### src/rtl/randomizer_pkg.sv
// Shared constants and types for the WiMAX PRBS randomizer (generator 1 + x^14 + x^15).
package randomizer_pkg;

  localparam int unsigned LFSR_W = 15;
  localparam int unsigned TAP_A  = 14;
  localparam int unsigned TAP_B  = 13;

  typedef logic [LFSR_W-1:0] lfsr_t;

  localparam lfsr_t DEFAULT_IV = 15'b100101010000000;

endpackage

### src/rtl/randomizer_lfsr.sv
// 15-stage Fibonacci LFSR: loadable seed, step enable, feedback bit out.
// Macro RANDOMIZER_DEFAULT_IV_EN selects DEFAULT_IV as the reset state instead of zero.
module randomizer_lfsr
  import randomizer_pkg::*;
(
  input  logic  clk,
  input  logic  reset,
  input  logic  load,
  input  lfsr_t load_value,
  input  logic  step,
  output logic  fb
);

`ifdef RANDOMIZER_DEFAULT_IV_EN
  localparam lfsr_t RESET_STATE = DEFAULT_IV;
`else
  localparam lfsr_t RESET_STATE = '0;
`endif

  lfsr_t state;

  assign fb = state[TAP_A] ^ state[TAP_B];

  always_ff @(posedge clk or negedge reset) begin
    if (!reset) begin
      state <= RESET_STATE;
    end else if (load) begin
      state <= load_value;
    end else if (step) begin
      state <= {state[LFSR_W-2:0], fb};
    end
  end

endmodule

### src/rtl/randomizer.sv
// Bit-serial PRBS data randomizer: each accepted bit is XORed with the LFSR feedback bit.
// Macro RANDOMIZER_DEFAULT_IV_EN (see randomizer_lfsr) changes only the LFSR reset state.
module randomizer
  import randomizer_pkg::*;
(
  input  logic  clk,
  input  logic  reset,
  input  logic  in_bits,
  input  logic  in_valid,
  output logic  out_bits,
  output logic  out_valid,
  input  lfsr_t rand_iv,
  input  logic  reload
);

  logic fb;
  logic accept;

  // A reload cycle drops any simultaneous input bit, so it must not advance the LFSR.
  assign accept = in_valid & ~reload;

  randomizer_lfsr u_lfsr (
    .clk        (clk),
    .reset      (reset),
    .load       (reload),
    .load_value (rand_iv),
    .step       (accept),
    .fb         (fb)
  );

  always_ff @(posedge clk or negedge reset) begin
    if (!reset) begin
      out_bits  <= 1'b0;
      out_valid <= 1'b0;
    end else if (reload) begin
      out_bits  <= 1'b0;
      out_valid <= 1'b0;
    end else if (in_valid) begin
      out_bits  <= in_bits ^ fb;
      out_valid <= 1'b1;
    end else begin
      out_valid <= 1'b0;
    end
  end

endmodule

### config.mk
export PLATFORM = sky130hd
export DESIGN_NAME = randomizer
export DESIGN_NICKNAME = d
export VERILOG_FILES = /design/src/rtl/randomizer_pkg.sv /design/src/rtl/randomizer_lfsr.sv /design/src/rtl/randomizer.sv
export SDC_FILE = /design/constraint.sdc
export NUM_CORES = 1
export LEC_CHECK = 0
export ABC_AREA = 1
export CAP_MARGIN = 20
export CORE_MARGIN = 1
export CORE_UTILIZATION = 45
export CTS_CLUSTER_DIAMETER = 150
export DETAILED_ROUTE_END_ITERATION = 7
export PLACE_DENSITY_LB_ADDON = 0.3
export SYNTH_ARGS = -nofsm -noshare
export SYNTH_HDL_FRONTEND = slang
export SYNTH_SLANG_ARGS = --single-unit
export TNS_END_PERCENT = 20
### constraint.sdc
create_clock -name clk -period 1.4 [get_ports clk]
set_clock_uncertainty 0.2 [all_clocks]
set_input_delay 0.28 -clock clk [delete_from_list [all_inputs] [get_ports clk]]
set_output_delay 0.28 -clock clk [all_outputs]
set_load 0.01 [all_outputs]
== Word level (Yosys, flattened, before mapping) ==
Index checks and enable logic that the tools add are counted.
Storage, ports and cells
  output and inout port bits: 2
  register bits: 17
  input port bits: 20
  word-level logic and storage cells: 15
Cells by class
  bitwise operators: 4
  muxes and demuxes: 6
  reduce and logical (&&, ||, !) cells: 2
Operator list (count)
  $mux 15: 2
  $mux 1: 4
  $reduce_bool 2->1: 2
  $xor 1x1->1: 2
  $and 1x1->1: 1
  $not 1->1: 1

== Logic depth before layout (Yosys ltp) ==
  depth after elaboration: 4
  mapped depth: 5

== Modules after synthesis ==
Synthesis repeated with hierarchy kept, for this count alone.
Second synthesis, totals
  cell total of the unflattened synthesis: 101
  area total of the unflattened synthesis: 790.8 um^2
By module, submodules not included
  randomizer_lfsr: cells an instance 88, times used 1, seq. area each 375.4 um^2, area an instance 698.2 um^2
  randomizer: cells an instance 13, times used 1, seq. area each 50.0 um^2, area an instance 92.6 um^2

== Least setup slack after synthesis ==
OpenSTA, ideal clock, no wires.
  path kind: input to register
  start point: in reload
  end point: reg u_lfsr.state[13]
  stages: 5
  data arrival time: 0.811 ns
  setup time: 0.068 ns
  setup slack: 0.320 ns
  path buffers: 2
  data required time: 1.132 ns
  cells stage by stage: buf_6 > nor2_4 > buf_6 > nand2_1 > nand3_1
On the way
  word-level cells in the longest chain between the ends: 3
RTL lines
  start, declared: line randomizer.sv:13  | input logic reload
  $not 1->1: line randomizer.sv:20  | assign accept = in_valid & ~reload;
  $and 1x1->1: line randomizer.sv:20
  $reduce_bool 2->1 (no source line)
  end signal, assigned: line randomizer_lfsr.sv:28  | state <= load_value;
  end signal, assigned: line randomizer_lfsr.sv:30  | state <= {state[LFSR_W-2:0], fb};
  end, declared: line randomizer_lfsr.sv:20  | lfsr_t state;
Several ways; a longest one is shown, not always the timed one.
A chain may end at the register's enable or synchronous reset.

== Worst setup path after layout ==
  start point: reg out_valid
  end point: out out_valid
RTL lines
  start, declared: line randomizer.sv:11  | output logic out_valid,
  start signal, assigned: line randomizer.sv:34  | out_valid <= 1'b0;
  start signal, assigned: line randomizer.sv:37  | out_valid <= 1'b0;
  start signal, assigned: line randomizer.sv:40  | out_valid <= 1'b1;
No word-level cell between the ends.

==> impl.org <==
** Synth
- Count of different cell masters after synthesis :: 10
- Counting every net in the synthesized netlist gives 115.
- Synthesis inferred 17 register bits.
- Count of warnings emitted by yosys :: 0
- Cell count after synthesis :: 95
- Largest cells by area after synthesis :: dfrtp_1 (54%), nand2_1 (24%), nand3_1 (11%)
- Synth top area share :: 0.537
- A synthesized cell averages 8.34 um^2.
- Area of the mapped netlist :: 792 um^2
- Cell accounting for the most synthesized area :: dfrtp_1
- The share of the Yosys chip area taken by registers is 0.537.

** Power
- VDD sags by at most 0.766 mV.
- The analysis attributes to cell leakage a power of 0.507 nW.
- Cell area power density :: 960 nW/um^2

** CTS
- TritonCTS clock tree :: built
- Deepest clock path buffer count :: 2
- The later pin in the worst-skew pair is clocked with a latency of 0.28 ns.
- TritonCTS created 3 clock buffers.
- H-tree depth :: 1
- CTS placed an instance of clkbuf_4 at the clock tree root.
- Total clock sinks :: 17
- Hold-fix buffers at CTS :: 0
- CTS clk-pin slew, worst paths :: 0.09 ns

** Placed design
- In this run the tool buffered the top-level ports with 21 buffer cells.
- Post-Place Worst Slack :: -0.220 ns
- The congestion estimate from routability-driven global placement came to 0.746.
- Detailed placement finished with a half-perimeter wire length of 1.06 mm.

** Global route
- Congestion Overflow GR :: 0
- Entering global routing, the biggest net connects 18 pins.
- Overall routing resource usage :: 0.177
- Antenna violations before repair :: 0
- Vias in the first global route :: 621
- First-pass GRT wire length :: 2.49 mm

** Timing
- The final max-slew violation count is 0.
- Counting I/O delays and the setup requirement, the final critical path takes 1.34 ns.
- Setup violation total in the final timing report :: 0
- Relative slew slack :: 0.773
- Tcrit/Tclk final :: 0.960
- Crit path setup slack, layout :: 0.0562 ns
- Achievable frequency :: 744 MHz
- Hold Vio Cnt, Final :: 0
- Slew of the pin with the lowest slew margin :: 0.339 ns
- Unrepaired setup endpoints after global routing :: no

** Cells and area
- Layout net count :: 142
- From synthesis to final layout, the design area changed by 31.6%.
- In the final layout, the share of cells above drive strength 1 is 0.0992.
- Measured on the finished design, the core utilization comes to 0.661.
- Count of filler cells inserted in the layout :: 143
- The number of antenna diodes in the final layout is 0.

** Setup path
- Data on the critical path is required at its endpoint by 0.92 ns.
- Slowest cell on crit path :: dfrtp_1
- Traced cell by cell, the critical path runs through clkdlybuf4s15_1.
- CP max stage delay :: 0.36 ns
- Largest fanout on the critical path :: 1
- WP buf/inv :: 1
- In this design, the largest share of critical-path delay is due to flip-flops.
- Worst Path Class, Setup :: reg2out
- Data arrival time of the critical path :: 0.86 ns
- Setup crit start kind :: flip-flop
- Category of the worst setup path capture point :: output port

** Drt
- Post-DR vias/cell :: 4.96
- The final route contains 679 vias.
- Final ANT Viol Nets :: 0
- Summed over all layers, the routed wires come to 1.43 mm.
- Iteration-0 DRC count of the detailed router :: 13
- Before antenna repair, the detailed router went through 6 iterations.
- Wire length per cell :: 10.5 um
- Final routed DRC violation total :: 0

** Die
- Area of the die :: 1930 um^2
- Die X-Extent :: 44.0 um
- In this run the standard cell core region covers 1580 um^2.
- Starting density of the core :: 0.502
- Top Ports :: 22
- The floorplan has 14 rows.
- Measured along the y axis, the die boundary spans 44.0 um.

** Run status
- The run finished with clean final reports.

** Job
- Number of violations of the max-capacitance limit :: 0

** Hold path
- The path class of the tightest hold or removal check is in2async.
## power breakdown
part	internal (mW)	total, mW	switching, mW
Sequential	0.539	0.569	0.0297
Clock	0.110	0.253	0.142
Combinational	0.0962	0.179	0.0824
Total	0.746	1.00	0.254
## kinds of logic (layout without fill, tap and decap cells)
group / Yosys count / after routing / share of synthesized area
buffers and inverters: 7 / 33 / 0.0632
DFF: 17 / 17 / 0.537
and+or+nand+nor: 71 / 71 / 0.400
## area by class of cell
| type | count | area [um^2] | share of cell area |
|---|---|---|---|
| sequential | 17 | 425 | 0.408 |
| multi-input combinational | 71 | 317 | 0.304 |
| timing repair buffer | 26 | 243 | 0.233 |
| inverter | 3 | 11.3 | 0.0108 |
| tap | 16 | 20.0 | 0.0192 |
| clock buffer | 4 | 26.3 | 0.0252 |
## worst paths after layout
path,startpoint,to,slack [ns],cells past startpoint
max in group asynchronous,reset,u_lfsr.state[9]$_DFFE_PN0P_,0.71,2
setup reg to reg,u_lfsr.state[14]$_DFFE_PN0P_,out_bits$_DFFE_PN0P_,0.34,5
hold / removal,reset,u_lfsr.state[0]$_DFFE_PN0P_,0.11,2
min in group clk,u_lfsr.state[12]$_DFFE_PN0P_,u_lfsr.state[13]$_DFFE_PN0P_,0.29,2
hold reg to reg,u_lfsr.state[12]$_DFFE_PN0P_,u_lfsr.state[13]$_DFFE_PN0P_,0.29,2
setup / recovery,out_valid$_DFF_PN0_,out_valid,0.06,1
## metal layers
metal	part of all wire	wire (um)	global-route usage	vias up
met3	0.040	58	0.0375	2
met1	0.49	698	0.230	314
li1	-	-	-	348
met2	0.46	665	0.290	15
met5	0	0	0	-
met4	0.0077	11	0.0727	0
## sequential cells by signal, summed over array words and instances (netlist names)
register,cells
out_bits,1
out_valid,1
u_lfsr.state,15
## synth_stat cells
library cell / instances
dfrtp_1: 17
buf_2: 1
nand2_1: 50
nor2_8: 1
buf_6: 3
inv_1: 2
nand3b_1: 1
inv_2: 1
nor2_4: 1
nand3_1: 18
## placed cells by master, fill, tap and decap left out, drive strengths merged
cell | Yosys | layout
clkbuf | 0 | 5
nor2 | 2 | 2
nand3 | 18 | 18
buf | 4 | 5
nand2 | 50 | 50
clkdlybuf4s50 | 0 | 19
inv | 3 | 3
nand3b | 1 | 1
clkdlybuf4s15 | 0 | 1
dfrtp | 17 | 17
## through the flow
| stage | instance area, um^2 | setup TNS [ns] | power, mW | instances | hold WS, ns |
|---|---|---|---|---|---|
| after global routing | 1040 | 0 | 1.05 | 137 | 0.135 |
| final | 1040 | 0 | 1.00 | 137 | 0.109 |
| after detailed placement | 1010 | -3.31 | 0.759 | 132 | 0.276 |
| after global placement | 1010 | -2.83 | 0.751 | 132 | 0.263 |
| after CTS | 1050 | 0 | 1.01 | 137 | 0.108 |
| after floorplan | 792 | 0 | 0.666 | 95 | -0.216 |
## what timing repair did
action / in CTS / in global routing
resized for setup: 4 / 1
pin swaps: 0 / 1
buffers inserted: 1 / 0
gates cloned: 0 / 0
setup endpoints to repair: 2 / 3
Note: power is estimated with default switching activity, not from simulation.
